==> config.mk <==
export PLATFORM = sky130hd
export DESIGN_NAME = tc_multi
export DESIGN_NICKNAME = d
export VERILOG_FILES = /design/src/rtl/tc_multi_pkg.sv /design/src/rtl/tc_multi_channel.sv /design/src/rtl/tc_multi.sv
export SDC_FILE = /design/constraint.sdc
export NUM_CORES = 1
export LEC_CHECK = 0
export CAP_MARGIN = 20
export CORE_MARGIN = 5
export CORE_UTILIZATION = 40
export CTS_BUF_LIST = sky130_fd_sc_hd__clkbuf_2 sky130_fd_sc_hd__clkbuf_4 sky130_fd_sc_hd__clkbuf_8
export DETAILED_ROUTE_END_ITERATION = 16
export GPL_TIMING_DRIVEN = 0
export SLEW_MARGIN = 30
export SYNTH_ARGS = -nofsm -noshare
export SYNTH_HDL_FRONTEND = slang
export SYNTH_SLANG_ARGS = --single-unit
==> constraint.sdc <==
create_clock -name clk -period 3.8 [get_ports clk]
set_input_delay 0.95 -clock clk [delete_from_list [all_inputs] [get_ports clk]]
set_output_delay 0.95 -clock clk [all_outputs]
set_load 0.05 [all_outputs]
==> src/rtl/tc_multi_pkg.sv <==
// Shared constants for the multi-channel timer/counter: register offsets,
// CTRL field positions, channel FSM encoding and mode values.
package tc_multi_pkg;

  localparam logic [1:0] REG_CTRL   = 2'd0;
  localparam logic [1:0] REG_PRESET = 2'd1;
  localparam logic [1:0] REG_COUNT  = 2'd2;
  localparam logic [1:0] REG_STATUS = 2'd3;

  localparam int CTRL_EN     = 0;
  localparam int CTRL_MODE   = 1;
  localparam int CTRL_IM     = 2;
  localparam int CTRL_PS_LSB = 3;
  localparam int CTRL_PS_MSB = 6;
  localparam int CTRL_W      = 7;

  localparam logic MODE_ONESHOT = 1'b0;
  localparam logic MODE_RELOAD  = 1'b1;

  typedef enum logic [1:0] {
    ST_IDLE = 2'd0,
    ST_LOAD = 2'd1,
    ST_CNT  = 2'd2
  } ch_state_e;

endpackage

==> src/rtl/tc_multi_channel.sv <==
// One timer channel: CTRL/PRESET/COUNT/pend registers, power-of-two
// prescaler and the IDLE/LOAD/CNT sequencer.
module tc_channel
  import tc_multi_pkg::*;
#(
  parameter int CNT_W = 32
) (
  input  logic              clk,
  input  logic              sys_rstn,
  input  logic [3:0]        ctrl_we,
  input  logic [3:0]        preset_we,
  input  logic              pend_clr,
  input  logic [31:0]       wdata,
  output logic [CTRL_W-1:0] ctrl,
  output logic [CNT_W-1:0]  preset,
  output logic [CNT_W-1:0]  count,
  output logic              pend
);

  ch_state_e         state_r;
  logic [15:0]       presc_r;
  logic [CTRL_W-1:0] ctrl_wr_s;
  logic [CNT_W-1:0]  preset_wr_s;
  logic [15:0]       ps_mask_s;
  logic              tick_s;

  // Byte-masked next values of the writable registers.
  always_comb begin
    ctrl_wr_s = ctrl_we[0] ? wdata[CTRL_W-1:0] : ctrl;
    for (int b = 0; b < CNT_W; b++) begin
      preset_wr_s[b] = preset_we[b/8] ? wdata[b] : preset[b];
    end
    ps_mask_s = (16'd1 << ctrl[CTRL_PS_MSB:CTRL_PS_LSB]) - 16'd1;
    tick_s    = (presc_r == ps_mask_s);
  end

  // Register file, prescaler and channel sequencer.
  always_ff @(posedge clk) begin
    if (!sys_rstn) begin
      ctrl    <= '0;
      preset  <= '0;
      count   <= '0;
      pend    <= 1'b0;
      presc_r <= 16'd0;
      state_r <= ST_IDLE;
    end else begin
      ctrl   <= ctrl_wr_s;
      preset <= preset_wr_s;
      if (pend_clr) begin
        pend <= 1'b0;
      end
      case (state_r)
        ST_IDLE: begin
          if (ctrl_wr_s[CTRL_EN]) begin
            state_r <= ST_LOAD;
          end
        end
        ST_LOAD: begin
          count   <= preset;
          presc_r <= 16'd0;
          state_r <= ST_CNT;
        end
        ST_CNT: begin
          if (!ctrl[CTRL_EN]) begin
            state_r <= ST_IDLE;
          end else if (tick_s) begin
            presc_r <= 16'd0;
            if (count <= CNT_W'(1)) begin
              count <= '0;
              pend  <= 1'b1;
              if (ctrl[CTRL_MODE] == MODE_RELOAD) begin
                state_r <= ST_LOAD;
              end else begin
                // A CTRL write landing on expiry keeps its own EN value.
                if (!ctrl_we[0]) begin
                  ctrl <= {ctrl_wr_s[CTRL_W-1:1], 1'b0};
                end
                state_r <= ST_IDLE;
              end
            end else begin
              count <= count - CNT_W'(1);
            end
          end else begin
            presc_r <= presc_r + 16'd1;
          end
        end
        default: state_r <= ST_IDLE;
      endcase
    end
  end

endmodule

==> src/rtl/tc_multi.sv <==
// Multi-channel timer/counter bus slave: address decode, channel array,
// read-back mux and interrupt reduction.
module tc_multi
  import tc_multi_pkg::*;
#(
  parameter int N_CH  = 4,
  parameter int CNT_W = 32
) (
  input  logic            clk,
  input  logic            sys_rstn,
  input  logic [29:0]     Addr,
  input  logic            WE,
  input  logic [3:0]      byteen,
  input  logic [31:0]     Din,
  output logic [31:0]     Dout,
  output logic [N_CH-1:0] IRQ,
  output logic            irq_any
);

  // One extra index bit so channel N_CH decodes as out of range instead of aliasing.
  localparam int CH_W = $clog2(N_CH + 1);

  logic [CH_W-1:0]   ch_idx_s;
  logic [1:0]        reg_s;
  logic              unused_addr;
  logic [CTRL_W-1:0] ch_ctrl_s   [N_CH];
  logic [CNT_W-1:0]  ch_preset_s [N_CH];
  logic [CNT_W-1:0]  ch_count_s  [N_CH];
  logic              ch_pend_s   [N_CH];
  logic [31:0]       rd_word_s   [N_CH];

  assign ch_idx_s    = Addr[CH_W+1:2];
  assign reg_s       = Addr[1:0];
  assign unused_addr = &{1'b0, Addr[29:CH_W+2]};

  for (genvar i = 0; i < N_CH; i++) begin : g_ch
    logic hit_s;
    assign hit_s = WE && (ch_idx_s == CH_W'(i));

    tc_channel #(.CNT_W(CNT_W)) u_ch (
      .clk       (clk),
      .sys_rstn  (sys_rstn),
      .ctrl_we   ((hit_s && reg_s == REG_CTRL)   ? byteen : 4'b0000),
      .preset_we ((hit_s && reg_s == REG_PRESET) ? byteen : 4'b0000),
      .pend_clr  (hit_s && reg_s == REG_STATUS && byteen[0] && Din[0]),
      .wdata     (Din),
      .ctrl      (ch_ctrl_s[i]),
      .preset    (ch_preset_s[i]),
      .count     (ch_count_s[i]),
      .pend      (ch_pend_s[i])
    );

    assign IRQ[i] = ch_pend_s[i] & ch_ctrl_s[i][CTRL_IM];

    // Per-channel read word, zero unless this channel is addressed.
    always_comb begin
      rd_word_s[i] = 32'd0;
      if (ch_idx_s == CH_W'(i)) begin
        case (reg_s)
          REG_CTRL:   rd_word_s[i] = 32'(ch_ctrl_s[i]);
          REG_PRESET: rd_word_s[i] = 32'(ch_preset_s[i]);
          REG_COUNT:  rd_word_s[i] = 32'(ch_count_s[i]);
          REG_STATUS: rd_word_s[i] = {31'd0, ch_pend_s[i]};
          default:    rd_word_s[i] = 32'd0;
        endcase
      end else begin
        rd_word_s[i] = 32'd0;
      end
    end
  end

  // OR of the one-hot-selected channel read words.
  always_comb begin
    Dout = 32'd0;
    for (int i = 0; i < N_CH; i++) begin
      Dout = Dout | rd_word_s[i];
    end
  end

  assign irq_any = |IRQ;

endmodule

==> summary.txt <==
Status
  – Status: complete, but fails checks
  – Failing checks: negative setup slack

Layout
  – FILL cells: 5,376
  – Area Overhead vs Synth: 19.82%
  – Finished Layout Cells: around 3,800
  – Most frequent cells in the layout: dfxtp_1 (359), nand2_1 (349), a21oi_1 (317), nor2_1 (264), o21ai_0 (233)
  – Most common library cell in the layout ignoring fill and taps: dfxtp_1
  – Nets: 3,162
  – Layout Cell Area excl Fill: about 0.026 mm²
  – Share of cells above drive strength 1: 13.68%

Placed design
  – HPWL after DPL: 82,490 µm
  – Placed cells: 3,670
  – IO Port Bufs: 69
  – Placed Area: 0.02382 mm²
  – RePlAce Congestion: 1.019

Worst setup path
  – FF-to-FF Start: g_ch[2].u_ch.count[11]
  – CP max FO: 10
  – Worst Path Class, Setup: in -> out
  – CP startpoint: Addr[0]
  – R2R depth: 8
  – Setup crit end kind: output pin
  – FF-to-FF End: g_ch[2].u_ch.count[0]
  – Req. time, crit path: 2.85 ns
  – Setup slack, reg-to-reg: 0.04 ns
  – Worst Setup EP: Dout[12]
  – Worst EP arrival: 2.87 ns
  – Worst setup SP type: input port

Floorplanning
  – Rows: 85
  – Core footprint: about 0.054 mm²
  – Initial Util: between 40% and 50%
  – I/O pins: around 110
  – Die ar.: ~0.06 mm²
  – Die width: 243.2 µm
  – Die Ht: 243.2 µm

Power and ir drop
  – Power Dens Cells: 502.9 mW/mm²
  – P_leak: 8.720 nW
  – Power after layout: ~0.013 W
  – Maximum vdd drop: around 0.00054 V

Clock tree
  – Num CTS Buffers: 71
  – Clock sinks: 360
  – Htree depth: 3
  – Max Buffers Root-to-Sink: 3
  – Worst-path clk slew: ~0.06 ns
  – CTS tree: done
  – CTS Root Cell: clkbuf_8
  – Clk Latency, worst-skew pair: 0.69 ns
  – CTS Hold Bufs: 0

Worst hold path
  – Min-delay worst type: reg -> reg
  – Hold depth: 2

Global route
  – Pin count of the biggest net entering global routing: 11
  – Vias in the first global route: around 23,000
  – Antenna violations before repair: 1
  – Gr usage total: 35.06%
  – First-pass GRT wire length: roughly 160,000 µm
  – Congestion Overflow GR: 0

STA
  – Slew @ Worst Pin: around 1.1 ns
  – Fmax achieved: 261.9 MHz
  – Total negative slack: -0.01861 ns
  – RSZ-0062 raised after global routing: true
  – Fin crit period: 3.819 ns
  – Final setup fails: 1
  – Final hold violations: 0
  – Slew margin rel.: 23.63%
  – Worst setup margin: -0.01861 ns
  – Fin. max-slew vios: 0
  – Tcrit/Tclk final: 100.5%
  – Final Skew: 0.04260 ns

Route
  – Routed WL: between 100,000 and 150,000 µm
  – DRC: 0
  – Vias/cell: 6.587
  – Via Count: 25,100
  – TritonRoute pass-1 iters: 6
  – Antenna-violating nets left: 0
  – Post-DR wirelength/cell: between 20 and 30 µm
  – 1st-iter DRT viols: 3,467

Yosys
  – Ys Warns: 0
  – Share of the synthesized area in the top cell type: 33.12%
  – Post-synth ARST share: 0%
  – Post-synthesis sequential area ratio: 33.12%
  – Top cell type by total area after synthesis: dfxtp_1
  – Synth top area cells: dfxtp_1 (33%), a21oi_1 (7.3%), nand2_1 (6.0%), o21ai_0 (5.4%), nor2_1 (4.6%)
  – Primary FF master, synth: dfxtp_1
  – Mapped Nets: roughly 3,000
  – Cells after Synth: about 2,900
  – Post-synth EDFFs: 0
  – Cell area after synthesis: 0.02176 mm²
  – Mean Syn Cell Area: 7.490 µm²
  – Yosys reg bits: 360
  – Yosys cell types: 96

Flow run
  – Max-Cap Viols: 0
[area by class of cell]
type	count	area, µm²	share of cell area, %
Multi-Input combinational cell	2246	14070	53.97
Sequential cell	360	7208	27.65
Clock buffer	108	1393	5.341
Buffer	230	1326	5.087
Tap cell	696	870.8	3.340
Timing Repair Buffer	87	803.3	3.081
Inverter	65	249.0	0.9550
Clock inverter	17	147.6	0.5663
Antenna cell	1	2.502	0.009598
[synth_stat cells, types with 26 or more instances]
| library cell | count |
|---|---|
| nor3_1 | 91 |
| o22a_1 | 26 |
| a21oi_1 | 317 |
| o221ai_1 | 29 |
| ha_1 | 32 |
| nand3_1 | 83 |
| o21ai_0 | 233 |
| buf_2 | 40 |
| and3_1 | 31 |
| xor2_1 | 54 |
| a31oi_1 | 31 |
| clkbuf_1 | 171 |
| xnor2_1 | 49 |
| a22oi_1 | 126 |
| mux2i_1 | 36 |
| dfxtp_1 | 360 |
| nand2_1 | 350 |
| o211ai_1 | 36 |
| nor2_1 | 267 |
| inv_1 | 60 |
| nor4_1 | 27 |
| nand4_1 | 27 |
[sequential cells by signal, summed over array words and instances, names as in the netlist]
signal,cells
g_ch.u_ch.count,128
g_ch.u_ch.preset,128
g_ch.u_ch.presc_r,64
g_ch.u_ch.state_r,8
g_ch.u_ch.ctrl,28
g_ch.u_ch.pend,4
[worst max-delay path, cell delays in order]
cell and delay [ns]:
clkbuf_8 0.17, clkinvlp_4 0.13, nor2_4 0.21, clkbuf_8 0.24, clkbuf_8 0.23, clkbuf_8 0.23, a22oi_1 0.20, o221ai_4 0.27
buf_6 0.21
[power by group]
part	switching, W	leakage, nW	internal, W
clock	0.00194	0.806	0.00247
sequential	0.000186	2.90	0.00389
combinational	0.00326	5.01	0.00137
total	0.00538	8.72	0.00773
[per-stage QoR]
step / hold slack (ns) / utilization (%) / setup slack, ns
floorplan: 0.4383 / - / 0.03162
global placement: 0.4587 / 44.21 / -2.339
detailed placement: 0.4624 / 44.27 / -2.345
CTS: 0.4722 / 47.91 / 0.007213
global route: 0.5013 / 48.44 / -0.02867
finish: 0.4765 / 48.45 / -0.01861
[per-layer routing]
metal | vias up | part of all wire [%] | track usage (%)
met4 | 0 | 7.1 | 20.36
li1 | 11020 | - | -
met1 | 12070 | 40 | 46.15
met5 | - | 0 | 0
met2 | 1644 | 42 | 51.94
met3 | 365 | 11 | 9.032
[repair_timing]
action                     CTS  global route
cloned                       0             2
setup endpoints to repair  138           189
gates resized for setup    320            69
pin swaps                    6            11
setup buffers                8             9
[kinds of logic (layout without fill, tap and decap cells)]
| group | after synthesis | count (layout) | share of synthesized area [%] |
|---|---|---|---|
| and+or+nand+nor | 1052 | 1053 | 23.41 |
| AOI/OAI and AO/OA | 1014 | 1014 | 29.46 |
| DFF | 360 | 360 | 33.12 |
| buffers and inverters | 300 | 507 | 5.739 |
| xor gates and xnor gates | 103 | 103 | 4.146 |
| muxes | 44 | 44 | 2.277 |
| adders and majority gates | 32 | 32 | 1.840 |
| other | 0 | 1 | 0 |
[worst min path at each step]
stage                                   endpoint                   start  slack (ns)
after floorplan            g_ch[3].u_ch.count[0]  g_ch[3].u_ch.preset[0]        0.44
after global placement      g_ch[1].u_ch.ctrl[2]    g_ch[1].u_ch.ctrl[2]        0.46
after detailed placement    g_ch[2].u_ch.ctrl[2]    g_ch[2].u_ch.ctrl[2]        0.46
after CTS                 g_ch[2].u_ch.count[23]  g_ch[2].u_ch.count[23]        0.47
after global routing       g_ch[1].u_ch.count[9]  g_ch[1].u_ch.preset[9]        0.50
final                     g_ch[2].u_ch.count[23]  g_ch[2].u_ch.count[23]        0.48
Note: power is estimated with default switching activity, not from simulation.
